<file path="config.mk">
export PLATFORM = sky130hd
export DESIGN_NAME = cond_sum_subtractor_8bit_pipe_flat
export DESIGN_NICKNAME = d
export VERILOG_FILES = /design/src/rtl/cond_sum_subtractor_8bit_pipe_if.sv /design/src/rtl/cond_sum_subtractor_8bit_pipe.sv /design/src/flat_wrapper.sv
export SDC_FILE = /design/constraint.sdc
export NUM_CORES = 1
export LEC_CHECK = 0
export ABC_AREA = 0
export CORE_MARGIN = 8
export CORE_UTILIZATION = 54
export CTS_CLUSTER_DIAMETER = 80
export DETAILED_ROUTE_END_ITERATION = 8
export PLACE_DENSITY = 0.84
export SETUP_SLACK_MARGIN = 0.3
export SLEW_MARGIN = 20
export SYNTH_ARGS = -nofsm -noshare
export SYNTH_HDL_FRONTEND = slang
export SYNTH_SLANG_ARGS = --single-unit
</file>
<file path="constraint.sdc">
create_clock -name clk -period 3.5 [get_ports clk]
set_clock_uncertainty 0.15 [all_clocks]
set_input_delay 0.7 -clock clk [delete_from_list [all_inputs] [get_ports clk]]
set_output_delay 0.7 -clock clk [all_outputs]
set_load 0.01 [all_outputs]
</file>
<file path="src/rtl/cond_sum_subtractor_8bit_pipe_if.sv">
// ---------------------------------------------------------------------------
// cond_sum_subtractor_8bit_pipe_if
//
// Operand/result bundle for the pipelined 8-bit conditional-sum subtractor.
//
// Handshake: a transfer on either side happens on a rising clk edge where
// the producer's valid and the consumer's ready are both high. A producer
// holding valid high keeps its payload stable until the transfer; ready
// may be asserted regardless of valid and never depends on valid in the
// same cycle.
//
// Signals:
//   A, B, Bin          operand set (minuend, subtrahend, borrow-in)
//   in_valid/in_ready  input-side handshake
//   Diff, Bout, Ovf    result (difference, borrow-out, signed overflow)
//   out_valid/out_ready output-side handshake
//
// Modports:
//   master  operand source / result sink (e.g. testbench or upstream logic)
//   slave   the subtractor itself
// ---------------------------------------------------------------------------
interface cond_sum_subtractor_8bit_pipe_if;
    logic [7:0] A;
    logic [7:0] B;
    logic       Bin;
    logic       in_valid;
    logic       in_ready;
    logic [7:0] Diff;
    logic       Bout;
    logic       Ovf;
    logic       out_valid;
    logic       out_ready;

    modport master (
        output A, B, Bin, in_valid, out_ready,
        input  in_ready, Diff, Bout, Ovf, out_valid
    );

    modport slave (
        input  A, B, Bin, in_valid, out_ready,
        output in_ready, Diff, Bout, Ovf, out_valid
    );
endinterface

</file>
<file path="src/rtl/cond_sum_subtractor_8bit_pipe.sv">
// ---------------------------------------------------------------------------
// cond_sum_subtractor_8bit_pipe
//
// Two-stage pipelined 8-bit subtractor using the conditional-sum principle.
// Computes Diff = (A - B - Bin) mod 256, Bout = unsigned borrow-out and
// Ovf = two's-complement overflow.
//
//   Stage 1: low-nibble difference with Bin, plus both high-nibble
//            candidates (borrow-in 0 and borrow-in 1), each with its own
//            borrow-out and overflow bit. Everything registered.
//   Stage 2: pure selection of the high candidate by the registered
//            low-nibble borrow, then registered as the result.
//
// Ports:
//   clk  rising-edge clock
//   rst  asynchronous, active-high reset
//   bus  slave side of cond_sum_subtractor_8bit_pipe_if
//
// Flow control: each stage advances when it is empty or when the stage
// after it is advancing, so a full pipe with out_ready high accepts,
// moves and drains on the same edge. in_ready depends only on the stage
// valid bits and out_ready.
// ---------------------------------------------------------------------------
module cond_sum_subtractor_8bit_pipe (
    input  logic                                  clk,
    input  logic                                  rst,
    cond_sum_subtractor_8bit_pipe_if.slave        bus
);

    // 4-bit ripple subtract x - y - bi; bit 4 of the result is the borrow.
    // Only nibble-wide ripples exist; the 8-bit result is built by selection.
    function automatic logic [4:0] nib_sub(input logic [3:0] x,
                                           input logic [3:0] y,
                                           input logic       bi);
        logic [4:0] r;
        logic       br;
        br = bi;
        r  = '0;
        for (int i = 0; i < 4; i++) begin
            r[i] = x[i] ^ y[i] ^ br;
            br   = (~x[i] & y[i]) | (~(x[i] ^ y[i]) & br);
        end
        r[4] = br;
        return r;
    endfunction

    // ---------------------------------------------------------------
    // Flow control
    // ---------------------------------------------------------------
    logic v1;
    logic v2;
    logic s1_take;
    logic s2_take;
    logic in_fire;

    assign s2_take      = !v2 || bus.out_ready;
    assign s1_take      = !v1 || s2_take;
    assign bus.in_ready = s1_take;
    assign in_fire      = bus.in_valid && s1_take;

    // ---------------------------------------------------------------
    // Stage 1 combinational: low nibble and both high candidates
    // ---------------------------------------------------------------
    logic [4:0] lo_c;
    logic [4:0] h0_c;
    logic [4:0] h1_c;
    logic       h0_ovf_c;
    logic       h1_ovf_c;
    logic       sign_differs;

    always_comb begin
        lo_c = nib_sub(bus.A[3:0], bus.B[3:0], bus.Bin);
        h0_c = nib_sub(bus.A[7:4], bus.B[7:4], 1'b0);
        h1_c = nib_sub(bus.A[7:4], bus.B[7:4], 1'b1);
    end

    // Overflow only possible when operand signs differ; it happens when the
    // result sign disagrees with the minuend sign. Evaluated per candidate
    // because the candidates can have different result signs.
    assign sign_differs = bus.A[7] ^ bus.B[7];
    assign h0_ovf_c     = sign_differs && (h0_c[3] != bus.A[7]);
    assign h1_ovf_c     = sign_differs && (h1_c[3] != bus.A[7]);

    // ---------------------------------------------------------------
    // Stage 1 registers
    // ---------------------------------------------------------------
    logic [3:0] s1_lo;
    logic       s1_b4;
    logic [3:0] s1_h0;
    logic       s1_h0_b;
    logic       s1_h0_ovf;
    logic [3:0] s1_h1;
    logic       s1_h1_b;
    logic       s1_h1_ovf;

    always_ff @(posedge clk or posedge rst) begin
        if (rst) begin
            v1        <= 1'b0;
            s1_lo     <= '0;
            s1_b4     <= 1'b0;
            s1_h0     <= '0;
            s1_h0_b   <= 1'b0;
            s1_h0_ovf <= 1'b0;
            s1_h1     <= '0;
            s1_h1_b   <= 1'b0;
            s1_h1_ovf <= 1'b0;
        end else if (s1_take) begin
            v1 <= bus.in_valid;
            if (in_fire) begin
                s1_lo     <= lo_c[3:0];
                s1_b4     <= lo_c[4];
                s1_h0     <= h0_c[3:0];
                s1_h0_b   <= h0_c[4];
                s1_h0_ovf <= h0_ovf_c;
                s1_h1     <= h1_c[3:0];
                s1_h1_b   <= h1_c[4];
                s1_h1_ovf <= h1_ovf_c;
            end
        end
    end

    // ---------------------------------------------------------------
    // Stage 2: selection only, driven by the low-nibble borrow
    // ---------------------------------------------------------------
    logic [3:0] hsel;
    logic       bsel;
    logic       osel;

    always_comb begin
        hsel = s1_b4 ? s1_h1     : s1_h0;
        bsel = s1_b4 ? s1_h1_b   : s1_h0_b;
        osel = s1_b4 ? s1_h1_ovf : s1_h0_ovf;
    end

    logic [7:0] diff_q;
    logic       bout_q;
    logic       ovf_q;

    always_ff @(posedge clk or posedge rst) begin
        if (rst) begin
            v2     <= 1'b0;
            diff_q <= 8'h00;
            bout_q <= 1'b0;
            ovf_q  <= 1'b0;
        end else if (s2_take) begin
            v2 <= v1;
            if (v1) begin
                diff_q <= {hsel, s1_lo};
                bout_q <= bsel;
                ovf_q  <= osel;
            end
        end
    end

    assign bus.Diff      = diff_q;
    assign bus.Bout      = bout_q;
    assign bus.Ovf       = ovf_q;
    assign bus.out_valid = v2;

endmodule

</file>
<file path="src/flat_wrapper.sv">
// flat-port wrapper written by rule: the top's interface ports become plain ports
module cond_sum_subtractor_8bit_pipe_flat 
  (clk, rst, bus_A, bus_B, bus_Bin, bus_in_valid, bus_out_ready, bus_in_ready, bus_Diff, bus_Bout, bus_Ovf, bus_out_valid);
  cond_sum_subtractor_8bit_pipe_if bus_i ();
  input  logic clk;
  input  logic rst;
  input wire logic [$bits(bus_i.A)-1:0] bus_A;
  input wire logic [$bits(bus_i.B)-1:0] bus_B;
  input wire logic [$bits(bus_i.Bin)-1:0] bus_Bin;
  input wire logic [$bits(bus_i.in_valid)-1:0] bus_in_valid;
  input wire logic [$bits(bus_i.out_ready)-1:0] bus_out_ready;
  output wire logic [$bits(bus_i.in_ready)-1:0] bus_in_ready;
  output wire logic [$bits(bus_i.Diff)-1:0] bus_Diff;
  output wire logic [$bits(bus_i.Bout)-1:0] bus_Bout;
  output wire logic [$bits(bus_i.Ovf)-1:0] bus_Ovf;
  output wire logic [$bits(bus_i.out_valid)-1:0] bus_out_valid;
  assign bus_i.A = bus_A;
  assign bus_i.B = bus_B;
  assign bus_i.Bin = bus_Bin;
  assign bus_i.in_valid = bus_in_valid;
  assign bus_i.out_ready = bus_out_ready;
  assign bus_in_ready = bus_i.in_ready;
  assign bus_Diff = bus_i.Diff;
  assign bus_Bout = bus_i.Bout;
  assign bus_Ovf = bus_i.Ovf;
  assign bus_out_valid = bus_i.out_valid;
  cond_sum_subtractor_8bit_pipe u_core (.clk(clk), .rst(rst), .bus(bus_i));
endmodule
</file>
==> summary.txt <==
Synth
  • Synthesized Nets: ~160
  • Leading area contributor after synthesis: dfrtp_1
  • Ranking of synthesized cells by area: dfrtp_1 48%, fa_1 13%, mux2i_1 7.9%
  • Warnings, synthesis: 0
  • Share of the synthesized area in the top cell type: 0.475
  • Syn Area/Cell: around 12 um2
  • Register area share after synthesis: 0.475
  • Synth Cell Area: 1530 um2
  • Synth cell types: 18
  • Synthesis-stage register bit count: 29
  • Post-Syn Instances: roughly 120

Worst hold path
  • Worst Hold Depth: 1
  • Worst Hold Path EP: u_core.bus.Diff[1]
  • Hold path startpoint: u_core.s1_lo[1]
  • Worst hold path type: reg -> reg

Clocking
  • Hold buffers post-CTS: 0
  • Clk root buf: clkbuf_4
  • Clock slew at reported path FFs: 0.09 ns
  • Clock buffer depth: 2
  • CTS sink count: 29
  • Resized Gates After CTS: 0
  • Post-CTS Setup Bufs: 0
  • H-tree levels: 2
  • CTS Buf Count: 5
  • Clock Latency Late Sink: 0.31 ns
  • CTS tree: done

Routing
  • Wire per inst: 14.3 um
  • Vias per cell: roughly 5.2
  • Vias: 974
  • WL final: roughly 2.7 mm
  • Detail Route Antenna Nets: 0
  • DRC viols: 0
  • Drt pass-1 iters: 4
  • 1st-iter DRT viols: between 50 and 60

Floorplan
  • Die Width: about 69 um
  • Num rows: 19
  • Starting Density: 0.563
  • Core region area: roughly 2700 um2
  • Number of I/O pins: 33
  • Die area: about 4800 um2
  • Chip height: slightly below 70 um

STA
  • Hold Vio Cnt, Final: 0
  • Tcrit/Tclk final: 0.883
  • Maximum clock rate: roughly 320 MHz
  • Setup_tns: 0 ns
  • Worst Max-Slew Pin Slew: 0.567 ns
  • Worst setup margin: 0.409 ns
  • Rel. slew slack: 0.621
  • Final setup viols: 0
  • Final Max Tran Viols: 0
  • RSZ-0062 raised after global routing: no
  • Min Clock Period, post-route: 3.09 ns
  • Hold WS: about 0.35 ns

Final layout
  • Footprint of the multi-input gates: slightly below 700 um2
  • Ant diodes: 0
  • Register Area: 726 um2
  • Fraction of layout cells with a size suffix above 1: 0.133
  • Nets: approximately 190
  • Fin area: between 1500 and 2000 um2
  • FILL cells: 199
  • Area delta synth->final: 25.7%
  • Core Util, Final: 0.708
  • Final cell count without fillers: roughly 190

Placed design
  • Cell area after placement: 1860 um2
  • Post-Place Cells: approximately 180
  • Post-DP HPWL: between 2 and 2.5 mm
  • Pre-CTS setup slack: around 0.026 ns
  • GP Congestion: 0.720
  • I/O Buffers: 32

Critical path
  • R2r setup slk: about 1.7 ns
  • Start of the worst register-to-register path: u_core.v1
  • WS Path Type: in -> reg
  • Worst-path fanout max: 2
  • Critical Path End Type: flop
  • Element type at the critical path start: input pin
  • Reg2reg path depth: 3
  • WP data required: around 3.6 ns
  • Worst r2r dst: u_core.s1_h1_ovf
  • CP arrival: 3.14 ns

Power
  • Max IR drop VDD: around 380 uV
  • Power density cells: 516 nW/um2
  • Leakage: 0.920 nW
  • Power Total: about 990 uW

Global routing
  • First-pass GRT wire length: 4.93 mm
  • Largest net degree at the start of global routing: 30
  • Grt total ovfl: 0
  • Total track usage: 0.125
  • Initial antenna violation count: 0
  • Vias in the first global route: roughly 1,100

Outcome
  • Status: finished clean

Job
  • Max Cap Viol: 0
layout make-up:
cell class / count / area share
clock buffers: 7 / 0.0287
inverters: 23 / 0.0450
multi-input cells: 67 / 0.361
flip-flops and latches: 29 / 0.378
well taps: 31 / 0.0202
repair buffers: 32 / 0.167
worst max-delay path by stage:
stage                     cells past startpoint     start          endpoint
final                                        11  bus_B[4]  u_core.s1_h1_ovf
after global placement                       10  bus_A[4]  u_core.s1_h0_ovf
after CTS                                    11  bus_B[4]  u_core.s1_h1_ovf
after global routing                         11  bus_B[4]  u_core.s1_h1_ovf
after detailed placement                     11  bus_B[4]  u_core.s1_h1_ovf
after floorplan                              10  bus_B[4]  u_core.s1_h1_ovf
state kept, by name (all words and copies together), names as in the netlist, 4 cells and up:
name and cells:
u_core.s1_h0 4, u_core.s1_h1 4, u_core.s1_lo 4, u_core.bus.Diff 8
kinds of logic after synthesis:
logic type / Yosys count / synth area share
AOI/OAI and AO/OA: 20 / 0.0705
xor gates and xnor gates: 2 / 0.0115
adders and majority gates: 13 / 0.156
buffers and inverters: 27 / 0.0713
DFF: 29 / 0.475
muxes: 23 / 0.175
and+or+nand+nor: 9 / 0.0410
placed cells by master, fill, tap and decap left out, drive strengths merged, types with 6 or more instances in the layout:
cell type,instances
a21oi,14
a31oi,6
mux2,11
mux2i,12
dfrtp,29
clkdlybuf4s50,32
clkbuf,7
inv,23
fa,10
cell usage after synthesis (all sizes together):
cell type and number:
mux2i 12, a21oi 14, nand3b 1, nor2 2, xnor2 2, mux2 11
dfrtp 29, ha 3, buf 1, fa 10, inv 23, clkbuf 3
nand2b 3, a31oi 6, and2 1, nand2 2
report_power, final:
| part | leakage [nW] | internal, mW | switching, mW | total, mW |
|---|---|---|---|---|
| clock | 0.0314 | 0.0947 | 0.106 | 0.200 |
| combinational | 0.557 | 0.188 | 0.123 | 0.311 |
| sequential | 0.332 | 0.421 | 0.0565 | 0.478 |
| total | 0.920 | 0.704 | 0.285 | 0.989 |
layer usage:
| metal | global-route usage | vias to the layer above | part of all wire |
|---|---|---|---|
| met4 | 0.0478 | 0 | 0.010 |
| met3 | 0.0458 | 2 | 0.037 |
| met5 | 0 | - | 0 |
| met2 | 0.207 | 21 | 0.52 |
| met1 | 0.142 | 481 | 0.43 |
| li1 | - | 470 | - |
critical path, stage by stage:
cell and delay (ns):
clkdlybuf4s50_1 0.44, inv_1 0.09, ha_1 0.14, inv_1 0.05, fa_1 0.37, fa_1 0.38, inv_2 0.07, fa_1 0.42
xnor2_1 0.15, nor2_1 0.06, mux2_4 0.25
Power figures use the tool's default switching activity.
